File: config.mk
export PLATFORM = sky130hd
export DESIGN_NAME = bshift_serial
export DESIGN_NICKNAME = d
export VERILOG_FILES = /design/src/rtl/bshift_serial_pkg.sv /design/src/rtl/bshift_serial_step.sv /design/src/rtl/bshift_serial.sv
export SDC_FILE = /design/constraint.sdc
export NUM_CORES = 1
export LEC_CHECK = 0
export BUFFER_PORTS_ARGS = -buffer_cell sky130_fd_sc_hd__buf_2
export CELL_PAD_IN_SITES_DETAIL_PLACEMENT = 1
export CELL_PAD_IN_SITES_GLOBAL_PLACEMENT = 1
export CORE_ASPECT_RATIO = 1.1
export CORE_MARGIN = 3
export CORE_UTILIZATION = 36
export DETAILED_ROUTE_END_ITERATION = 12
export PLACE_DENSITY_LB_ADDON = 0.1
export SLEW_MARGIN = 0
export SYNTH_ARGS = -nofsm -noshare
export SYNTH_HDL_FRONTEND = slang
export SYNTH_SLANG_ARGS = --single-unit
File: constraint.sdc
create_clock -name clock -period 2.5 [get_ports clock]
set_clock_uncertainty 0.2 [all_clocks]
set_input_delay 0.5 -clock clock [delete_from_list [all_inputs] [get_ports clock]]
set_output_delay 0.5 -clock clock [all_outputs]
set_load 0.1 [all_outputs]
File: src/rtl/bshift_serial_pkg.sv
// Shared constants for the serial shifter: widths, FSM state encoding, fill-bit rule.
// Both builds (1-bit steps, or 4-bit steps with BSHIFT_SERIAL_STEP4_EN) use this package.
package bshift_serial_pkg;

  localparam int DATA_W  = 32;
  localparam int SHAMT_W = 5;
  localparam int BIG_STEP = 4;

  typedef enum logic [1:0] {
    ST_IDLE  = 2'd0,
    ST_SHIFT = 2'd1,
    ST_DONE  = 2'd2
  } state_t;

  // Mode bits match the combinational shifter: lshift=1 -> SLL, else logical=1 -> SRL, else SRA.
  function automatic logic fill_bit(input logic msb, input logic logical);
    return msb & ~logical;
  endfunction

endpackage

File: src/rtl/bshift_serial_step.sv
// One iteration of the serial shifter: next data value for a 1- or 4-position step
// in either direction, with the right-shift fill bit replicated into vacated positions.
module bshift_serial_step #(
  parameter int WIDTH = 32
) (
  input  logic [WIDTH-1:0] i_data,
  input  logic             i_lshift,
  input  logic             i_fill,
  input  logic             i_step4,
  output logic [WIDTH-1:0] o_data
);

  logic [WIDTH-1:0] w_sh1;
  logic [WIDTH-1:0] w_sh4;

  assign w_sh1 = i_lshift ? {i_data[WIDTH-2:0], 1'b0}
                          : {i_fill, i_data[WIDTH-1:1]};
  assign w_sh4 = i_lshift ? {i_data[WIDTH-5:0], 4'b0000}
                          : {{4{i_fill}}, i_data[WIDTH-1:4]};

  assign o_data = i_step4 ? w_sh4 : w_sh1;

endmodule

File: src/rtl/bshift_serial.sv
// Multi-cycle SLL/SRL/SRA unit with start/busy/done handshake; one bit per clock, or
// four bits per clock while at least four remain when BSHIFT_SERIAL_STEP4_EN is defined.
module bshift_serial
  import bshift_serial_pkg::*;
#(
  parameter int WIDTH = DATA_W,
  parameter int SHW   = SHAMT_W
) (
  input  logic             clock,
  input  logic             reset,
  input  logic             start,
  input  logic             lshift,
  input  logic             logical,
  input  logic [SHW-1:0]   shift,
  input  logic [WIDTH-1:0] in,
  output logic [WIDTH-1:0] out,
  output logic             busy,
  output logic             done
);

  state_t           r_state;
  state_t           w_state_next;
  logic [WIDTH-1:0] r_data;
  logic [WIDTH-1:0] w_data_next;
  logic [SHW-1:0]   r_count;
  logic [SHW-1:0]   w_dec;
  logic             r_lshift;
  logic             r_fill;
  logic             w_accept;
  logic             w_step4;

`ifdef BSHIFT_SERIAL_STEP4_EN
  assign w_step4 = (r_count >= SHW'(BIG_STEP));
`else
  assign w_step4 = 1'b0;
`endif

  assign w_dec = w_step4 ? SHW'(BIG_STEP) : SHW'(1);

  bshift_serial_step #(.WIDTH(WIDTH)) u_step (
    .i_data   (r_data),
    .i_lshift (r_lshift),
    .i_fill   (r_fill),
    .i_step4  (w_step4),
    .o_data   (w_data_next)
  );

  // DONE accepts a new start like IDLE so operations can run back-to-back.
  always_comb begin
    w_state_next = r_state;
    w_accept     = 1'b0;
    busy         = 1'b0;
    done         = 1'b0;
    case (r_state)
      ST_IDLE, ST_DONE: begin
        busy = (r_state == ST_DONE);
        done = (r_state == ST_DONE);
        if (start) begin
          w_accept     = 1'b1;
          w_state_next = (shift == '0) ? ST_DONE : ST_SHIFT;
        end else begin
          w_state_next = ST_IDLE;
        end
      end
      ST_SHIFT: begin
        busy = 1'b1;
        if (r_count == w_dec) begin
          w_state_next = ST_DONE;
        end
      end
      default: w_state_next = ST_IDLE;
    endcase
  end

  always_ff @(posedge clock) begin
    if (reset) begin
      r_state  <= ST_IDLE;
      r_data   <= '0;
      r_count  <= '0;
      r_lshift <= 1'b0;
      r_fill   <= 1'b0;
    end else begin
      r_state <= w_state_next;
      if (w_accept) begin
        r_data   <= in;
        r_count  <= shift;
        r_lshift <= lshift;
        r_fill   <= fill_bit(in[WIDTH-1], logical);
      end else if (r_state == ST_SHIFT) begin
        r_data  <= w_data_next;
        r_count <= r_count - w_dec;
      end
    end
  end

  assign out = r_data;

endmodule

Yosys cells after proc, flatten, opt, wreduce, memory -nomap -nowiden:

Index checks and enable logic that the tools add are counted.

* register bits after elaboration: 41
* output and inout port bits: 34
* word-level logic and storage cells: 29

* add/subtract/negate cells: 1
* equality and inequality tests: 4
* multiplexer cells: 13
* bitwise logic cells: 2
* reductions and logical operators: 4

Operators by type and width (number)
* 32-bit two-way mux: 3
* 5-bit two-way mux: 2
* 2-bit two-way mux: 3
* 5-bit by 1-bit == test with 1-bit output, second input constant: 1
* 5-bit zero test: 1
* 5-bit by 1-bit subtractor with 5-bit output, second input constant: 1
* 2-bit case mux with 2 select lines: 1
* 1-bit two-way mux: 3
* 2-bit by 1-bit == test with 1-bit output, second input constant: 1
* 2-bit == test, second input constant: 1
* 2-bit zero test: 1
* 2-bit != test, second input constant: 1
* 1-bit case mux with 2 select lines: 1
* 2-bit nonzero test: 1
* 2-bit OR reduction: 1
* 1-bit bitwise AND: 1
* 1-bit NOT: 1

Longest topological paths before layout:

* depth in word-level cells: 4
* depth in mapped cells: 7
* gate-level depth less buffers: 6

Modules after synthesis:

From an unflattened synthesis, not the netlist that was laid out.

* cells, all modules: 306
* area total of the unflattened synthesis: 3084.2 sq um

By module, submodules not included
* bshift_serial: times used 1, cells an instance 257, area each 2270.9 sq um, seq. area each 820.8 sq um
* bshift_serial_step: times used 1, cells an instance 49, area each 813.3 sq um, seq. area each 0.0 sq um

Least setup slack after synthesis:

No wires, ideal clock.

* path type: register to output
* start: register r_state[0]
* end: output busy
* arrival time: 1.323 ns
* slack: 0.477 ns
* cell stages (with the launch flop): 3
* buffers on the path: 0
* cell sequence: dfxtp_1 > inv_1 > ha_1

* longest elaborated chain between the ends: 3
* elaborated cells between the ends (all ways): 5
* those cells by class: eq/ne (2); mux (1); reduce/logical (2)

RTL lines
* from (decl): line bshift_serial.sv:21 `state_t r_state;`
* from (signal assigned): line bshift_serial.sv:83 `r_state <= w_state_next;`
* 2-bit == test / 2-bit zero test (equally long branches): line bshift_serial.sv:54, bshift_serial.sv:56
* 2-bit OR reduction: line bshift_serial.sv:54 `case (r_state)`
* 1-bit case mux with 2 select lines (*): line bshift_serial.sv:54
* to (decl): line bshift_serial.sv:17 `output logic busy,`

Mark *: on every way between the ends. The rest lies on a longest branch, timed or not.

Worst setup path in the final report:

Ends and elaborated chain as after synthesis.

==> results.md <==
* Final TNS setup at 0 ps
* Final wirelength at 6950 um
* Dominant synthesized flop cell: dfxtp_1
* Most common cell after layout, fill and taps aside: buf_2
* R2R depth at 7
* Layout Utilization at between 40% and 50%
* IO Count at 76
* Synth Area in Simple Gates at 15.8%
* EDFF count, synth at 0
* Post-synth cell types at 35
* N_diodes at 0
* Met1 WL at about 3200 um
* Final instance area at 0.00288 mm^2
* Achievable clock frequency at 0.440 GHz
* Final nets at 400
* Critical path startpoint: r_state[0]
* Xor/xnor cell area share of the yosys netlist at 0%
* # rows at 30
* Seq/Total Area, Yosys at 35.3%
* Crit Path Max Fanout at 6
* Final hold vios at 0
* CTS tree: done
* Min Tclk post-route at 2270 ps
* Critical setup path kind: register to output pin
* Iter 0 DRT Violations at 52
* R2R Setup Slk at 370 ps
* Final setup fails at 0
* Initial Util at a little under two fifths
* Core footprint at 0.00623 mm^2
* RSZ-0062 raised after global routing: no
* Hold wc startpoint: lshift
* Final non-filler cell total at around 430
* Port Buffers at 75
* TritonCTS Buffers at 5
* Post-DP HPWL at 4850 um
* Largest family of logic cells by synthesized area: compound AO/OA/AOI/OAI gates
* Slew headroom at 66.8%
* DR vias at 2317
* Syn_nets at 333
* Vias in the first global route at between 2000 and 2500
* Total congestion overflow at 0
* Clock Pin Slew Worst Setup and Hold Paths at 80 ps
* Worst VDD drop at 0.362 mV
* Area grow syn2layout at 23.7%
* Die height at 90.3 um
* DRT Pass-1 Iters at 4
* Post-synthesis compound-gate area fraction at between 20% and 30%
* Buffer count from post-CTS setup fixing at 0
* Outcome: finished clean
* Final slew viol count at 0
* Share of cells above drive strength 1 at 28.4%
* Final critical-path share of the clock period at between 90% and 100%
* Largest buffer count on any clock path at 2
* Min-delay worst type: primary input to register
* Setup crit end kind: output pin
* WP data arrival at around 1600 ps
* DP Area at around 0.0028 mm^2
* Worst slew pin tran at 501 ps
* Worst Path Required at 1800 ps
* Clock Tree Root: clkbuf_8
* Max cap viols at 0
* CP Launch Type: register
* Fillcell total at 786
* Pleak at between 1 and 1.5 nW
* First-pass GRT wire length at 11400 um
* Worst r2r dst: r_count[4]
* Flops & latches, synth at 41
* Routability cong. at 0.822
* Met3 wire len at between 300 and 400 um
* DR vias/cell at 5.36
* Gr usage total at 19.0%
* Hold buffers post-CTS at 0
* Synth async-reset ratio at 0%
* Post-Synth Adder-Cell Area at 3.77%
* Metal2 WL at approximately 3200 um
* CTS sink cnt at 41
* Origin of the critical flop-to-flop path: r_state[0]
* # DRC at 0
* Clk Latency, worst-skew pair at roughly 300 ps
* Synthesis warning total at 0
* H-tree levels at 2
* Routed Antenna Nets at 0
* Top Layer Used: met5
* Syn Inst Count at between 200 and 300
* Post_cts resized at 0
* Inst Count DP at 424
* Per-cell routed wire length at 16.1 um
* Most frequent cells in the layout: buf_2 (75), nand2_1 (66), dfxtp_1 (40)
* Largest net degree at the start of global routing at 44
* WHS Path Cells at 3
* Antenna violations before repair at 1
* Die ar. at 0.00746 mm^2
* Die span in x at 82.6 um
* Power per cell area at 841 mW/mm^2
* Hold EP: r_lshift
* Mux contribution to synthesized area at 14.2%
* Synth Area per Inst at 8.18 um^2
* Syn Std Cell Area at roughly 0.0023 mm^2
==> metrics by stage <==
step                hold slack [ps]  setup WS [ps]  power (mW)
floorplan                       231            477        1.66
finish                          236            229        2.42
detailed placement              264            455        1.86
CTS                             226            208        2.44
global placement                241            566        1.85
global route                    262            131        2.55
==> Yosys cell counts (all sizes together) (2+ instances only) <==
cell | n | area share [%]
a211oi | 3 | 1.2
a21oi | 38 | 8.3
and2b | 2 | 0.86
buf | 15 | 4.3
clkbuf | 9 | 1.5
dfxtp | 41 | 35
ha | 7 | 3.8
inv | 5 | 0.81
mux2i | 33 | 14
nand2 | 66 | 11
nor2 | 8 | 1.4
nor3 | 3 | 0.65
o211ai | 33 | 11
o21a | 2 | 0.65
o21ai | 6 | 1.3
o41ai | 2 | 1.1
==> sequential cells by signal, summed over array words and instances (netlist names) <==
name / flops
out: 32
r_fill: 1
r_lshift: 1
r_state: 2
r_count: 5
==> cell type report <==
type	count	area [um^2]	share of cell area, %
multi-input cells	214	1360	47.4
clock inverters	1	30.0	1.04
flip-flops and latches	41	822	28.6
clock buffers	7	86.3	3.00
inverters	5	18.8	0.653
repair buffers	84	455	15.8
well taps	80	100	3.48
==> power by group <==
part	leakage [nW]	internal, mW	switching (mW)
logic	0.843	0.254	0.767
registers	0.337	0.732	0.0939
clock network	0.0585	0.326	0.246
==> layer usage <==
layer / global-route usage [%] / vias up
li1: - / 1141
met1: 24.6 / 1090
met2: 30.5 / 71
met3: 4.59 / 13
met4: 6.54 / 2
met5: 0 / -
==> kinds of logic after synthesis <==
family,count (synthesis)
flops,41
buf+inv,29
compound gates,87
fa+ha+maj,7
simple gates,87
mux,33
==> worst max path at each step <==
| stage | to | slack (ps) |
|---|---|---|
| final | busy | 230 |
| after global placement | r_count[4] | 570 |
| after CTS | busy | 210 |
| after floorplan | busy | 480 |
| after detailed placement | r_count[4] | 460 |
| after global routing | busy | 130 |
==> worst max-delay path, stage by stage (launching register included) <==
cell and delay [ps]:
dfxtp_1 430, inv_1 130, ha_1 300, buf_2 420
(Power assumes the default switching activity.)
